[src/rtl/cc_psr.sv]
// Condition-code / processor status register: holds ALU flags, evaluates branch
// conditions with same-cycle forwarding, and keeps a saturating overflow-event count.
module cc_psr #(
  parameter int DATAWIDTH_COND    = 4,
  parameter int DATAWIDTH_OVCOUNT = 8
) (
  input  logic                         CC_PSR_CLOCK_50,
  input  logic                         CC_PSR_RESET_InHigh,
  input  logic                         CC_PSR_aluValid_InHigh,
  input  logic                         CC_PSR_setFlags_InLow,
  input  logic                         CC_PSR_overflow_InLow,
  input  logic                         CC_PSR_carry_InLow,
  input  logic                         CC_PSR_negative_InLow,
  input  logic                         CC_PSR_zero_InLow,
  input  logic [DATAWIDTH_COND-1:0]    CC_PSR_cond_InBUS,
  input  logic                         CC_PSR_evalReq_InHigh,
  input  logic                         CC_PSR_ovClear_InHigh,
  output logic [3:0]                   CC_PSR_flags_OutBUS,
  output logic                         CC_PSR_evalValid_OutHigh,
  output logic                         CC_PSR_taken_OutHigh,
  output logic                         CC_PSR_illegal_OutHigh,
  output logic [DATAWIDTH_OVCOUNT-1:0] CC_PSR_ovCount_OutBUS
);

  logic [3:0]                   flags_q;
  logic                         eval_valid_q;
  logic                         taken_q;
  logic                         illegal_q;
  logic [DATAWIDTH_OVCOUNT-1:0] ov_count_q;

  logic       update;
  logic [3:0] new_flags;
  logic [3:0] eval_flags;
  logic       taken_d;
  logic       illegal_d;

  assign update    = CC_PSR_aluValid_InHigh & ~CC_PSR_setFlags_InLow;
  assign new_flags = {~CC_PSR_negative_InLow, ~CC_PSR_zero_InLow,
                      ~CC_PSR_overflow_InLow, ~CC_PSR_carry_InLow};

  // Forward the incoming flags so a branch paired with a cc-setting op sees them.
  assign eval_flags = update ? new_flags : flags_q;

  // flags layout is {N,Z,V,C}
  always_comb begin
    taken_d   = 1'b0;
    illegal_d = 1'b0;
    case (CC_PSR_cond_InBUS)
      DATAWIDTH_COND'(4'b0000): taken_d = 1'b0;
      DATAWIDTH_COND'(4'b0001): taken_d = eval_flags[2];
      DATAWIDTH_COND'(4'b0101): taken_d = eval_flags[0];
      DATAWIDTH_COND'(4'b0110): taken_d = eval_flags[3];
      DATAWIDTH_COND'(4'b0111): taken_d = eval_flags[1];
      DATAWIDTH_COND'(4'b1000): taken_d = 1'b1;
      default:                  illegal_d = 1'b1;
    endcase
  end

  always_ff @(posedge CC_PSR_CLOCK_50) begin
    if (CC_PSR_RESET_InHigh) begin
      flags_q      <= 4'b0000;
      eval_valid_q <= 1'b0;
      taken_q      <= 1'b0;
      illegal_q    <= 1'b0;
      ov_count_q   <= '0;
    end else begin
      if (update)
        flags_q <= new_flags;
      eval_valid_q <= CC_PSR_evalReq_InHigh;
      if (CC_PSR_evalReq_InHigh) begin
        taken_q   <= taken_d;
        illegal_q <= illegal_d;
      end
      // Clear has priority; the counter sticks at all-ones instead of wrapping.
      if (CC_PSR_ovClear_InHigh)
        ov_count_q <= '0;
      else if (update && !CC_PSR_overflow_InLow && (ov_count_q != '1))
        ov_count_q <= ov_count_q + 1'b1;
    end
  end

  assign CC_PSR_flags_OutBUS      = flags_q;
  assign CC_PSR_evalValid_OutHigh = eval_valid_q;
  assign CC_PSR_taken_OutHigh     = taken_q;
  assign CC_PSR_illegal_OutHigh   = illegal_q;
  assign CC_PSR_ovCount_OutBUS    = ov_count_q;

endmodule

[config.mk]
export PLATFORM = sky130hd
export DESIGN_NAME = cc_psr
export DESIGN_NICKNAME = d
export VERILOG_FILES = /design/src/rtl/cc_psr.sv
export SDC_FILE = /design/constraint.sdc
export NUM_CORES = 1
export LEC_CHECK = 0
export CAP_MARGIN = 5
export CORE_ASPECT_RATIO = 0.75
export CORE_MARGIN = 2
export CORE_UTILIZATION = 35
export DETAILED_ROUTE_END_ITERATION = 6
export MAX_ROUTING_LAYER = met4
export PLACE_DENSITY = 0.68
export SYNTH_ARGS = -nofsm -noshare
export SYNTH_HDL_FRONTEND = slang
export SYNTH_SLANG_ARGS = --single-unit
[constraint.sdc]
create_clock -name CC_PSR_CLOCK_50 -period 3.3 [get_ports CC_PSR_CLOCK_50]
set_clock_uncertainty 0.15 [all_clocks]
set_input_delay 0.99 -clock CC_PSR_CLOCK_50 [delete_from_list [all_inputs] [get_ports CC_PSR_CLOCK_50]]
set_output_delay 0.99 -clock CC_PSR_CLOCK_50 [all_outputs]
set_load 0.01 [all_outputs]
; ---- Word level (Yosys, flattened, before mapping)
; Index checks and enable logic that the tools add are counted.
[totals]
register_bits = 15
out_inout_bits = 15
[op_classes]
bitwise_logic = 6
eq_ne = 6
reduce_logical = 6
mux = 3
n_addsub = 1
[ops]
columns = operator, count
row1 = $eq A4 B3 Y1 const B, 3
row2 = $add A8 B1 Y8 const B, 1
row3 = $ne A8 B8 Y1 const B, 1
row4 = $reduce_or A6 Y1, 1
row5 = $not A1 Y1, 5
row6 = $pmux W1 S5, 1
row7 = $eq A4 B1 Y1 const B, 1
row8 = $eq A4 B4 Y1 const B, 1
row9 = $logic_not A4 Y1, 1
row10 = $mux W4, 1
row11 = $logic_and A1 B1 Y1, 2
row12 = $reduce_or A2 Y1, 1
row13 = $and A1 B1 Y1, 1
row14 = $logic_not A1 Y1, 1
row15 = $mux W1, 1

; ---- Depth between registers and ports, before layout
[depth]
depth_word = 4
ltp_mapped = 6
ltp_nobuf = 6

; ---- Worst setup path after synthesis
; No wires, ideal clock.
[synth_timing]
path_kind = input to register
startpoint = input CC_PSR_setFlags_InLow
endpoint = register ov_count_q[5], in the netlist CC_PSR_ovCount_OutBUS[5]
path_buffers = 0
slack_ns = 0.963
required_ns = 3.080
path_stages = 4
arrival_ns = 2.116
path_cell_list = nand2b_4 or4b_4 or3_1 a21oi_1
[synth_via]
elab_chain_len = 4
[synth_lines]
columns = element, line
row1 = "start, declared", 10  ; input logic CC_PSR_setFlags_InLow,
row2 = $not A1 Y1, 37  ; assign update = CC_PSR_aluValid_InHigh & ~CC_PSR_setFlags_InLow;
row3 = $and A1 B1 Y1, 37
row4 = $logic_and A1 B1 Y1 (2 in series), 77  ; else if (update && !CC_PSR_overflow_InLow && (ov_count_q != '1))
row5 = "end signal, assigned", 78  ; ov_count_q <= ov_count_q + 1'b1;
row6 = "end, declared", 29  ; logic [DATAWIDTH_OVCOUNT-1:0] ov_count_q;
; No other way between the ends.
; A chain may end at the register's enable or synchronous reset.

; ---- Worst setup path after layout
; Same ends and word-level chain as after synthesis.

==> results <==
- The flow ran to the end, and the final reports show no timing, DRC or antenna violations.
- The worst setup slack after layout is slightly below 0.7 ns.
- Summing the areas of all compound-gate instances in the mapped netlist gives around 15% of the synthesized area.
- The number of placed instances, taps included, is 129.
- The first detailed-routing pass took 4 iterations.
- The total number of placement rows is 13.
- Clock latency on the worst-skew pair, taken at its later pin, is roughly 0.28 ns.
- Power spread over the standard cell area amounts to approximately 330 nW/um^2.
- After Yosys synthesis, XOR and XNOR cells account for 6.29% of the synthesized area.
- Of all flip-flops after synthesis, the portion carrying an async set or reset was 0%.
- The number of synthesized register bits is 15.
- The finished cells cover 1030 sq um.
- The count of endpoints failing hold in the final timing report is 0.
- Buffers placed on the I/O ports in this run total 28.
- The routed design could run at a clock period as short as ~2.6 ns.
- The post-route non-filler standard cell count is 133.
- The critical path is of the in2reg type.
- Dividing the synthesized area by the synthesized cell count gives 8.70 sq um.
- The routed via count divided by cell count is 5.09.
- Across the VDD grid, the largest voltage drop is 0.223 mV.
- Across the run, the number of max-cap violations was 0.
- The repair_antennas step left the layout with diodes totalling 0.
- The final max-slew violation count was 0.
- The core region is 1810 sq um.
- The detailed router finished its first iteration with 16 violations.
- The clock tree buffer depth is 2.
- Global routing finished with a remaining overflow of 0.
- The synthesized netlist devotes 32.4% of its cell area to simple gates.
- Across every metal layer, demand over resource in global routing totals 15.5%.
- The clock transition time at the flip-flop clock pins of the worst setup and hold paths is approximately 0.08 ns.
- The number of unique standard cell types used by synthesis is 28.
- The worst min-delay path class is reg2reg.
- The total cell area at the placement stage is 1000 sq um.
- The share of post-route cells with drive strength above 1 is 6.31%.
- At the end of the flow the core is filled with cells to 56.8%.
- After synthesis, the largest family of logic cells by area is simple AND/OR/NAND/NOR gates.
- The initial core utilization is 38.5%.
- The clock share of power is between 20 and 30%.
- The commonest cells after synthesis are sky130_fd_sc_hd__dfxtp_1, sky130_fd_sc_hd__nor2_1, sky130_fd_sc_hd__nand2_1.
- The relative max-transition margin is ~78%.
- Setup violations remaining at the end of the flow were counted as 0.
- The register share of total power is between 50% and 60%.
- Combinational cells account for 15.3% of the total power.
- The floorplan step set the die width to 55.5 um.
- The total CTS buffers is 3.
- The number of global-route vias before repair is 587.
- The worst hold slack across all endpoints is roughly 0.34 ns.
- After synthesis, the share of cell area in mux cells is 0%.
- Net switching is 22.8% of the power.
- The total number of yosys warnings is 0.
- In this run, synthesis inferred 0 flip-flops with an integrated enable.
- The count of filler cells inserted in the layout is approximately 170.
- The tree is rooted in a sky130_fd_sc_hd__clkbuf_4.
- The startpoint kind of the worst setup timing path is an input port.
- Timing analysis after detailed placement gives a worst setup slack of between 0.3 and 0.4 ns.
- The number of nets with antenna violations after routing is 0.
- The I/O pin count is 29.
- For this design the static power due to leakage is 0.339 nW.
- The worst path uses between 70% and 80% of the clock period.
- The HPWL after detailed placement is 1320 um.
- The per-cell routed wire length is roughly 13 um.
- The standard cell with the maximum stage delay on the critical path is sky130_fd_sc_hd__or4b_4.
- The dominant synthesized flop cell is sky130_fd_sc_hd__dfxtp_1.
- Counting every sink on the clock net gives 15.
- In this run the biggest area consumer among cell types represents 43.2% of the synthesized area.
- Cell internal power was estimated by the tool at 0.263 mW.
- The most numerous cell in the Yosys netlist is sky130_fd_sc_hd__dfxtp_1.
- The sum of routed wire length over all layers is 1670 um.
- The switching power total is between 0.07 and 0.08 mW.
- The number of vias after detailed routing is between 600 and 700.
- Summed over all failing endpoints, the final setup total negative slack is 0 ns.
- The number of nets in the layout is about 130.
- Gates resized during post-CTS repair numbered 0.
- The transition time of the tightest slew-check pin is 0.320 ns.
- Setup repair after global routing left no endpoint under its margin.
- The cell taking the most area after synthesis is sky130_fd_sc_hd__dfxtp_1.
- Counting every net in the synthesized netlist gives 95.
- The overall power after layout is between 0.3 and 0.4 mW.
- The area growth from synthesis to layout is 47.5%.
- In this run the vertical extent of the chip is ~43 um.
- The buffer count from post-CTS setup fixing is 0.
- The largest fanout of any net on the critical path is 6.
- Traced cell by cell, the critical path runs through clkdlybuf4s50_1 -> nand2b_4 -> or4b_4 -> or3_1 -> a21oi_1.
- The largest stage delay on the critical path is 0.54 ns.
- The residual DRC count is 0.
- The H-tree depth is 1.
- Buffers inserted to repair hold after CTS numbered 0.
- The data required time of the worst path is ~3.4 ns.
- Sequential elements use 43.2% of the synthesized area.
- By area the synthesized netlist is led by sky130_fd_sc_hd__dfxtp_1, sky130_fd_sc_hd__nor2_1, sky130_fd_sc_hd__a21oi_1.
- The wire length of the first global-routing pass is 2760 um.
- TritonCTS built the clock tree.
- The combined area of the multi-input logic cells is about 390 sq um.
- The largest net degree at the start of global routing is 9.
- The worst setup path is captured at a flip-flop.
- The synthesized instance count is 80.
- The peak clock frequency supported by timing is 381 MHz.
- The floorplan step defined a die boundary enclosing 2360 sq um.
- The post-synthesis share of cell area spent on full adders, half adders and majority gates is about 1.8%.
- The footprint of the flip-flops and latches is 300 sq um.
- The initial antenna violation count is 0.
- After synthesis the cells add up to 696 sq um.
- Routability-driven placement finished with a final weighted congestion of 0.769.
- The data arrival time of the worst path is 2.69 ns.
==> cells by family (layout without fill, tap and decap cells) <==
| logic type | Yosys count | after routing |
|---|---|---|
| DFF | 15 | 15 |
| and+or+nand+nor | 39 | 39 |
| adders and majority gates | 1 | 1 |
| AOI/OAI and AO/OA | 18 | 18 |
| buffers and inverters | 2 | 33 |
| xor gates and xnor gates | 5 | 5 |
==> per-layer routing <==
metal	part of all wire (%)	GRT usage [%]
met5	0	-
met4	0.36	2.93
met2	45	23.6
met3	7.3	6.79
met1	47	19.3
==> worst max-delay path, delay by kind of cell <==
| family | cells | cell delay [ns] |
|---|---|---|
| buf+inv | 1 | 0.48 |
| simple gates | 3 | 1.09 |
| compound gates | 1 | 0.14 |
==> path summary, 6_finish.rpt <==
path / start / endpoint / slack, ns / depth (start not counted)
worst max-delay path: CC_PSR_setFlags_InLow / CC_PSR_ovCount_OutBUS[5]$_SDFFE_PP0P_ / 0.67 / 5
worst min-delay path: CC_PSR_taken_OutHigh$_SDFFE_PP0P_ / CC_PSR_taken_OutHigh$_SDFFE_PP0P_ / 0.34 / 2
worst max register to register: CC_PSR_ovCount_OutBUS[0]$_SDFFE_PP0P_ / CC_PSR_ovCount_OutBUS[5]$_SDFFE_PP0P_ / 1.31 / 5
worst min register to register: CC_PSR_taken_OutHigh$_SDFFE_PP0P_ / CC_PSR_taken_OutHigh$_SDFFE_PP0P_ / 0.34 / 2
==> cell usage in the layout (no fill, tap or decap) <==
cell	synthesis	final
sky130_fd_sc_hd__nor4bb_1	1	1
sky130_fd_sc_hd__xor2_1	1	1
sky130_fd_sc_hd__clkbuf_4	0	3
sky130_fd_sc_hd__clkbuf_1	0	1
sky130_fd_sc_hd__nand4_1	1	1
sky130_fd_sc_hd__or2_2	1	1
sky130_fd_sc_hd__inv_1	1	1
sky130_fd_sc_hd__nor2b_1	2	2
sky130_fd_sc_hd__a21oi_1	7	7
sky130_fd_sc_hd__nand3_1	2	2
sky130_fd_sc_hd__nor4b_1	1	1
sky130_fd_sc_hd__nor3b_2	1	1
sky130_fd_sc_hd__nand2_1	9	9
sky130_fd_sc_hd__or4b_4	1	1
sky130_fd_sc_hd__or3_1	2	2
sky130_fd_sc_hd__or4b_1	1	1
sky130_fd_sc_hd__clkdlybuf4s50_1	0	28
sky130_fd_sc_hd__xnor2_1	4	4
sky130_fd_sc_hd__dfxtp_1	15	15
sky130_fd_sc_hd__o211ai_1	1	1
sky130_fd_sc_hd__o21a_1	1	1
sky130_fd_sc_hd__o41ai_1	1	1
sky130_fd_sc_hd__nand2b_4	1	1
sky130_fd_sc_hd__a311oi_1	2	2
sky130_fd_sc_hd__nor3_1	2	2
sky130_fd_sc_hd__o21ai_0	6	6
sky130_fd_sc_hd__ha_1	1	1
sky130_fd_sc_hd__nor3b_1	2	2
sky130_fd_sc_hd__and4_1	1	1
sky130_fd_sc_hd__nor2_1	11	11
==> power by group through the flow <==
stage	combinational (mW)	clock, mW	sequential (mW)
2_1_floorplan	0.0162	0	0.195
3_3_place_gp	0.0516	0	0.193
3_5_place_dp	0.0520	0	0.193
4_1_cts	0.0522	0.106	0.189
5_1_grt	0.0568	0.116	0.189
6_report	0.0521	0.100	0.188
==> registers in the layout, summed over array words and instances (netlist names) <==
signal	count
CC_PSR_ovCount_OutBUS	8
CC_PSR_evalValid_OutHigh	1
CC_PSR_flags_OutBUS	4
CC_PSR_taken_OutHigh	1
CC_PSR_illegal_OutHigh	1
==> final cells by class <==
class	instances	area share, %
repair buffers	28	27.3
clock buffers	4	2.56
multi-input cells	63	37.8
well taps	22	2.68
inverters	1	0.366
flip-flops and latches	15	29.3
Note: power is estimated with default switching activity, not from simulation.
